--- src/rtl/s4_seq_pkg.sv ---
// s4_seq_pkg: shared constants for the stage-4 frame sequencer.
//   - FSM state encoding (3-bit binary)
//   - maximum legal bytes per cycle from the carry bitstream
//   - illegal carry-count detection helper
package s4_seq_pkg;

    localparam logic [2:0] ST_IDLE    = 3'd0;
    localparam logic [2:0] ST_RUN     = 3'd1;
    localparam logic [2:0] ST_FINAL_A = 3'd2;
    localparam logic [2:0] ST_FINAL_B = 3'd3;
    localparam logic [2:0] ST_DRAIN   = 3'd4;
    localparam logic [2:0] ST_DONE    = 3'd5;

    localparam logic [2:0] S4_MAX_BYTES_PER_CYCLE = 3'd5;
    // Smallest carry count that cannot come out of the carry bitstream.
    localparam logic [2:0] S4_ILLEGAL_COUNT_MIN   = S4_MAX_BYTES_PER_CYCLE + 3'd1;

    function automatic logic is_illegal_count(input logic [2:0] count);
        return count >= S4_ILLEGAL_COUNT_MIN;
    endfunction

endpackage

--- src/rtl/s4_byte_accumulator.sv ---
// s4_byte_accumulator: saturating, clearable per-frame byte counter.
// Ports:
//   clk, rst      clock, async active-high reset
//   clear         zero the counter (first accept of a frame)
//   enable        add carry_count this cycle
//   carry_count   bytes emitted this cycle (0..5 legal)
//   byte_count    running total, saturates at all-ones
//   err_count     sticky flag: an illegal carry_count was added
module s4_byte_accumulator
    import s4_seq_pkg::*;
#(
    parameter int unsigned BYTE_CNT_WIDTH = 20
) (
    input  logic                      clk,
    input  logic                      rst,
    input  logic                      clear,
    input  logic                      enable,
    input  logic [2:0]                carry_count,
    output logic [BYTE_CNT_WIDTH-1:0] byte_count,
    output logic                      err_count
);

    logic                    illegal;
    logic [2:0]              addend;
    logic [BYTE_CNT_WIDTH:0] sum;

    assign illegal = is_illegal_count(carry_count);
    assign addend  = illegal ? 3'd0 : carry_count;
    // One extra bit catches the carry-out that triggers saturation.
    assign sum     = {1'b0, byte_count} + {{(BYTE_CNT_WIDTH-2){1'b0}}, addend};

    always_ff @(posedge clk or posedge rst) begin
        if (rst) begin
            byte_count <= '0;
            err_count  <= 1'b0;
        end else begin
            if (clear) begin
                byte_count <= '0;
            end else if (enable) begin
                byte_count <= sum[BYTE_CNT_WIDTH] ? '1 : sum[BYTE_CNT_WIDTH-1:0];
            end
            if (enable && illegal) begin
                err_count <= 1'b1;
            end
        end
    end

endmodule

--- src/rtl/s4_frame_sequencer.sv ---
// s4_frame_sequencer: stage-4 frame-level sequencer, one per encoder lane.
// Optional drain watchdog enabled by macro S4_SEQ_TIMEOUT_EN.
//
// state    | meaning
// ---------+-------------------------------------------------
// IDLE     | waiting for the first symbol of a frame
// RUN      | accepting symbols until one carries in_last
// FINAL_A  | final-bits capture (s4_final_flag_2_3)
// FINAL_B  | final-bits injection (s4_final_flag)
// DRAIN    | waiting for stage_4 to retire its last byte
// DONE     | one-cycle end-of-frame (seq_done)
//
// Ports:
//   s4_clk, s4_reset      clock, async active-high reset
//   in_valid, in_last     stage-3 symbol handshake; seq_ready back-pressure
//   in_carry_count        bytes emitted by stage_4 this cycle
//   in_flag_last          stage_4 last-byte flag (honoured only in DRAIN)
//   s4_flag_first, s4_final_flag_2_3, s4_final_flag   control strobes
//   seq_busy, seq_done    frame status
//   byte_count            bytes emitted in current/last frame
//   err_count, err_timeout  sticky error flags
module s4_frame_sequencer
    import s4_seq_pkg::*;
#(
    parameter int unsigned BYTE_CNT_WIDTH = 20,
    parameter int unsigned TIMEOUT_CYCLES = 64,
    parameter int unsigned TIMEOUT_WIDTH  = 7
) (
    input  logic                      s4_clk,
    input  logic                      s4_reset,
    input  logic                      in_valid,
    input  logic                      in_last,
    output logic                      seq_ready,
    input  logic [2:0]                in_carry_count,
    input  logic                      in_flag_last,
    output logic                      s4_flag_first,
    output logic                      s4_final_flag_2_3,
    output logic                      s4_final_flag,
    output logic                      seq_busy,
    output logic                      seq_done,
    output logic [BYTE_CNT_WIDTH-1:0] byte_count,
    output logic                      err_count,
    output logic                      err_timeout
);

    if ((2 ** TIMEOUT_WIDTH) <= TIMEOUT_CYCLES) begin : g_bad_timeout_width
        $error("TIMEOUT_WIDTH too small for TIMEOUT_CYCLES");
    end

    logic [2:0] state;
    logic [2:0] next_state;
    logic       accept;
    logic       wd_expire;

    assign seq_ready = (state == ST_IDLE) || (state == ST_RUN);
    assign accept    = in_valid && seq_ready;

    always_comb begin
        next_state = state;
        case (state)
            ST_IDLE:    if (accept) next_state = in_last ? ST_FINAL_A : ST_RUN;
            ST_RUN:     if (accept && in_last) next_state = ST_FINAL_A;
            ST_FINAL_A: next_state = ST_FINAL_B;
            ST_FINAL_B: next_state = ST_DRAIN;
            ST_DRAIN:   if (in_flag_last || wd_expire) next_state = ST_DONE;
            ST_DONE:    next_state = ST_IDLE;
            default:    next_state = ST_IDLE;
        endcase
    end

    always_ff @(posedge s4_clk or posedge s4_reset) begin
        if (s4_reset) begin
            state             <= ST_IDLE;
            s4_flag_first     <= 1'b0;
            s4_final_flag_2_3 <= 1'b0;
            s4_final_flag     <= 1'b0;
            seq_done          <= 1'b0;
            seq_busy          <= 1'b0;
        end else begin
            state             <= next_state;
            s4_flag_first     <= (state == ST_IDLE) && accept;
            s4_final_flag_2_3 <= (next_state == ST_FINAL_A);
            s4_final_flag     <= (next_state == ST_FINAL_B);
            seq_done          <= (next_state == ST_DONE);
            seq_busy          <= (next_state != ST_IDLE);
        end
    end

`ifdef S4_SEQ_TIMEOUT_EN
    // Down-counter loaded while in FINAL_B so it holds TIMEOUT_CYCLES on the
    // first DRAIN cycle; reaching zero in DRAIN is the terminal count.
    logic [TIMEOUT_WIDTH-1:0] wd_cnt;

    assign wd_expire = (state == ST_DRAIN) && (wd_cnt == '0);

    always_ff @(posedge s4_clk or posedge s4_reset) begin
        if (s4_reset) begin
            wd_cnt      <= '0;
            err_timeout <= 1'b0;
        end else begin
            if (state == ST_FINAL_B) begin
                wd_cnt <= TIMEOUT_WIDTH'(TIMEOUT_CYCLES);
            end else if ((state == ST_DRAIN) && (wd_cnt != '0)) begin
                wd_cnt <= wd_cnt - 1'b1;
            end
            if (wd_expire && !in_flag_last) begin
                err_timeout <= 1'b1;
            end
        end
    end
`else
    assign wd_expire   = 1'b0;
    assign err_timeout = 1'b0;
`endif

    s4_byte_accumulator #(
        .BYTE_CNT_WIDTH (BYTE_CNT_WIDTH)
    ) u_acc (
        .clk         (s4_clk),
        .rst         (s4_reset),
        .clear       ((state == ST_IDLE) && accept),
        .enable      (state != ST_IDLE),
        .carry_count (in_carry_count),
        .byte_count  (byte_count),
        .err_count   (err_count)
    );

endmodule

--- config.mk ---
export PLATFORM = sky130hd
export DESIGN_NAME = s4_frame_sequencer
export DESIGN_NICKNAME = d
export VERILOG_FILES = /design/src/rtl/s4_seq_pkg.sv /design/src/rtl/s4_byte_accumulator.sv /design/src/rtl/s4_frame_sequencer.sv
export SDC_FILE = /design/constraint.sdc
export NUM_CORES = 1
export LEC_CHECK = 0
export CAP_MARGIN = 20
export CELL_PAD_IN_SITES_DETAIL_PLACEMENT = 1
export CELL_PAD_IN_SITES_GLOBAL_PLACEMENT = 1
export CORE_MARGIN = 1
export CORE_UTILIZATION = 34
export DETAILED_ROUTE_END_ITERATION = 10
export PLACE_DENSITY = 0.83
export SYNTH_ARGS = -nofsm -noshare
export SYNTH_HDL_FRONTEND = slang
export SYNTH_SLANG_ARGS = --single-unit
--- constraint.sdc ---
create_clock -name s4_clk -period 1.9 [get_ports s4_clk]
set_input_delay 0.38 -clock s4_clk [delete_from_list [all_inputs] [get_ports s4_clk]]
set_output_delay 0.38 -clock s4_clk [all_outputs]
set_load 0.01 [all_outputs]
==> flow_metrics.tcl <==
set metrics [dict create \
    outcome "finished, violations left" \
    violations "setup timing" \
    cellLeakagePower_nw 1.01 \
    vdd_drop_max_mv 0.552 \
    p_int_w 0.00158 \
    synth_edf_count 0 \
    swShare 0.383 \
    slew_viol_final 0 \
    cts.htree.levels 2 \
    synthAdderAreaFrac 0.0356 \
    synthCells 158 \
    nets 226 \
    hpwl_um 3560 \
    grt_setup_unrepaired "yes" \
    worstPathMaxFanout 3 \
    boundaryPins 36 \
    cts_root_buffer "clkbuf_8" \
    cts.sink_count 29 \
    crit_type "reg2reg" \
    ys_types 48 \
    yosys.area_share.simple 0.265 \
    crit_family "adder cells" \
    syn-cell-area_mm2 0.00162 \
    nFillCells 482 \
    setup_slack_ns -0.0369 \
    drt_wl_total_um 5460 \
    clock_latency_ns 0.29 \
    grt.total_usage 0.222 \
    cts_buffer_depth 2 \
    maxCapViolCount 0 \
    hold_ws_ns 0.374 \
    clock_power_share 0.206 \
    ys_ff_latch 29 \
    drc 0 \
    fmax_ghz 0.516 \
    setup_viol 2 \
    crit_buf_inv 2 \
    cts_buffers 5 \
    hold_viol_final 0 \
    antenna-diode-count 0 \
    fin_skew_ns 0.00947 \
    synth.avg_cell_area_um2 10.2 \
    clk_pin_slew_ns 0.07 \
    setup_tns_ns -0.0547 \
    synth_top_family_by_area "simple AND/OR/NAND/NOR gates" \
    grt_pass1_vias 1722 \
    cp-end-kind "flop" \
    synth_compound_area_frac 0.208 \
    synthesis.nets 170 \
    fin_crit_ns 1.94 \
    fin_util 0.526 \
    detail-route-antenna-nets 0 \
    ys_seq_area_frac 0.449 \
    grt_antenna_before_repair 0 \
    gp_congestion 0.810 \
    cp_slowest_cell "dfrtp_1" \
    grt_pass1_wl_um 8600 \
    die_w_um 71.0 \
    powerDensity_mw_per_mm2 1090 \
    yosys_most_used_dff "dfrtp_1" \
    synth_xor_xnor_area_share 0.00541 \
    cp_common_cell "buf_4" \
    die_area_mm2 0.00504 \
    async_flop_share 1.00 \
    post-route-period-util 1.02 \
    cts_tree "yes" \
    synthMuxAreaShare 0 \
    path_cells "ha_4 -> fa_2 -> a21oi_4 -> buf_4 -> buf_4 -> nor2_1 -> a32oi_1 -> nand3_1" \
    num_vias 1563 \
    holdCritPathClass "in2reg" \
    wl_per_cell_um 20.5 \
    via_per_inst 5.88 \
    placed_cells 251 \
    yosys_warnings 0 \
    final_cells 266 \
    numPortBuffers 34 \
    worst_ep_required_time_ns 2.04 \
    rows 24 \
    syn_to_final_growth_pct 45.6 \
    drive_above_1_share 0.271 \
    firstDrtPassIters 6 \
    p_switching_w 0.000978 \
    critPathLaunchType "flop" \
    worstPathArrival_ns 2.08 \
    hold_buffers 0 \
    max_stage_delay_ns 0.41 \
    power_frac_seq 0.345 \
    grt.overflow.total 0 \
    initial_core_util 0.362 \
    grt_max_degree 30 \
    core_area_mm2 0.00447 \
    first_iter_violations 103 \
    die_h_um 71.0 \
    power_frac_comb 0.449 \
]
## cells in the mapped netlist, drive strengths merged, types with 2 or more instances
library cell	instances	area share
dfrtp	29	0.45
o211ai	9	0.042
nor2	9	0.021
nor2b	4	0.015
nand4	4	0.025
or4	5	0.026
and2	2	0.0077
nand2	8	0.019
nand3	14	0.043
a21o	3	0.014
a41o	2	0.012
buf	5	0.017
or4b	2	0.012
o311ai	11	0.070
nand3b	3	0.014
nand2b	3	0.012
or3	4	0.019
and4	2	0.012
inv	3	0.0070
and3	2	0.0077
o31ai	2	0.0093
a21oi	8	0.025
nor3b	2	0.0093
clkbuf	5	0.012
o21ai	2	0.0062
ha	3	0.023
## path summary, 6_finish.rpt
path                                                  from                               end  slack [ns]  cells after the start
hold / removal                           in_carry_count[2]       u_acc.err_count$_DFFE_PP0P_        0.37                      2
max in group asynchronous                         s4_reset  u_acc.byte_count[16]$_DFFE_PP0P_        1.12                      3
setup / recovery           u_acc.byte_count[0]$_DFFE_PP0P_  u_acc.byte_count[11]$_DFFE_PP0P_       -0.04                      8
hold reg to reg                u_acc.err_count$_DFFE_PP0P_       u_acc.err_count$_DFFE_PP0P_        0.51                      1
setup reg to reg           u_acc.byte_count[0]$_DFFE_PP0P_  u_acc.byte_count[11]$_DFFE_PP0P_       -0.04                      8
min in group asynchronous                         s4_reset                seq_done$_DFF_PP0_        0.49                      3
## flip-flops by register name, summed over array words and instances, names as in the netlist
name / flops
seq_busy: 1
s4_flag_first: 1
state: 3
s4_final_flag: 1
u_acc.err_count: 1
u_acc.byte_count: 20
s4_final_flag_2_3: 1
seq_done: 1
## area by class of cell
cell class,instances,area [um2],area share
timing repair buffer,59,537,0.228
clock buffer,7,86.3,0.0367
sequential,29,726,0.308
inverter,3,11.3,0.00478
multi-input combinational,116,930,0.395
tap,52,65.1,0.0276
## metrics by stage
stage               cell area [um2]  power (W)  setup slack, ns
floorplan                      1650    0.00140         -0.00819
global placement               2140    0.00181           -0.507
detailed placement             2140    0.00188           -0.651
CTS                            2270    0.00246          0.00674
global route                   2350    0.00269          -0.0779
finish                         2350    0.00256          -0.0369
## per-layer routing
layer	wire, um	track usage	vias up
met5	0	0	-
met4	118	0.0800	0
met1	2200	0.261	798
li1	-	-	718
met2	2980	0.403	37
met3	161	0.0399	10
## power by group through the flow
stage          Clock (W)  Sequential (W)  Combinational, W
2_1_floorplan          0        0.000869          0.000531
6_report        0.000527        0.000883           0.00115
5_1_grt         0.000563        0.000899           0.00123
3_5_place_dp           0        0.000880           0.00100
3_3_place_gp           0        0.000867          0.000944
4_1_cts         0.000530        0.000871           0.00106
## cell usage in the layout (no fill, tap or decap), types with 3 or more instances in the layout
| cell type | n |
|---|---|
| clkdlybuf4s50_1 | 30 |
| o311ai_1 | 3 |
| buf_4 | 24 |
| dfrtp_1 | 29 |
| o311ai_0 | 5 |
| inv_1 | 3 |
| a21oi_1 | 6 |
| nand3_1 | 14 |
| nand3b_1 | 3 |
| a21o_1 | 3 |
| nand2b_1 | 3 |
| nor2b_1 | 3 |
| clkbuf_8 | 6 |
| o211ai_1 | 9 |
| nand2_1 | 6 |
| nor2_1 | 9 |
| nand4_1 | 3 |
| or4_1 | 3 |
## timing repair
action                     4_1_cts  5_1_grt
hold endpoints to repair         0        0
pin swaps                        7       14
setup buffers                    6        2
setup endpoints to repair       21       12
gates resized for setup         15       14
## cell families after synthesis
| family | count (synthesis) |
|---|---|
| compound gates | 43 |
| buf+inv | 13 |
| fa+ha+maj | 4 |
| flops | 29 |
| simple gates | 67 |
| other cells | 1 |
| xor+xnor | 1 |
(Power assumes the default switching activity.)
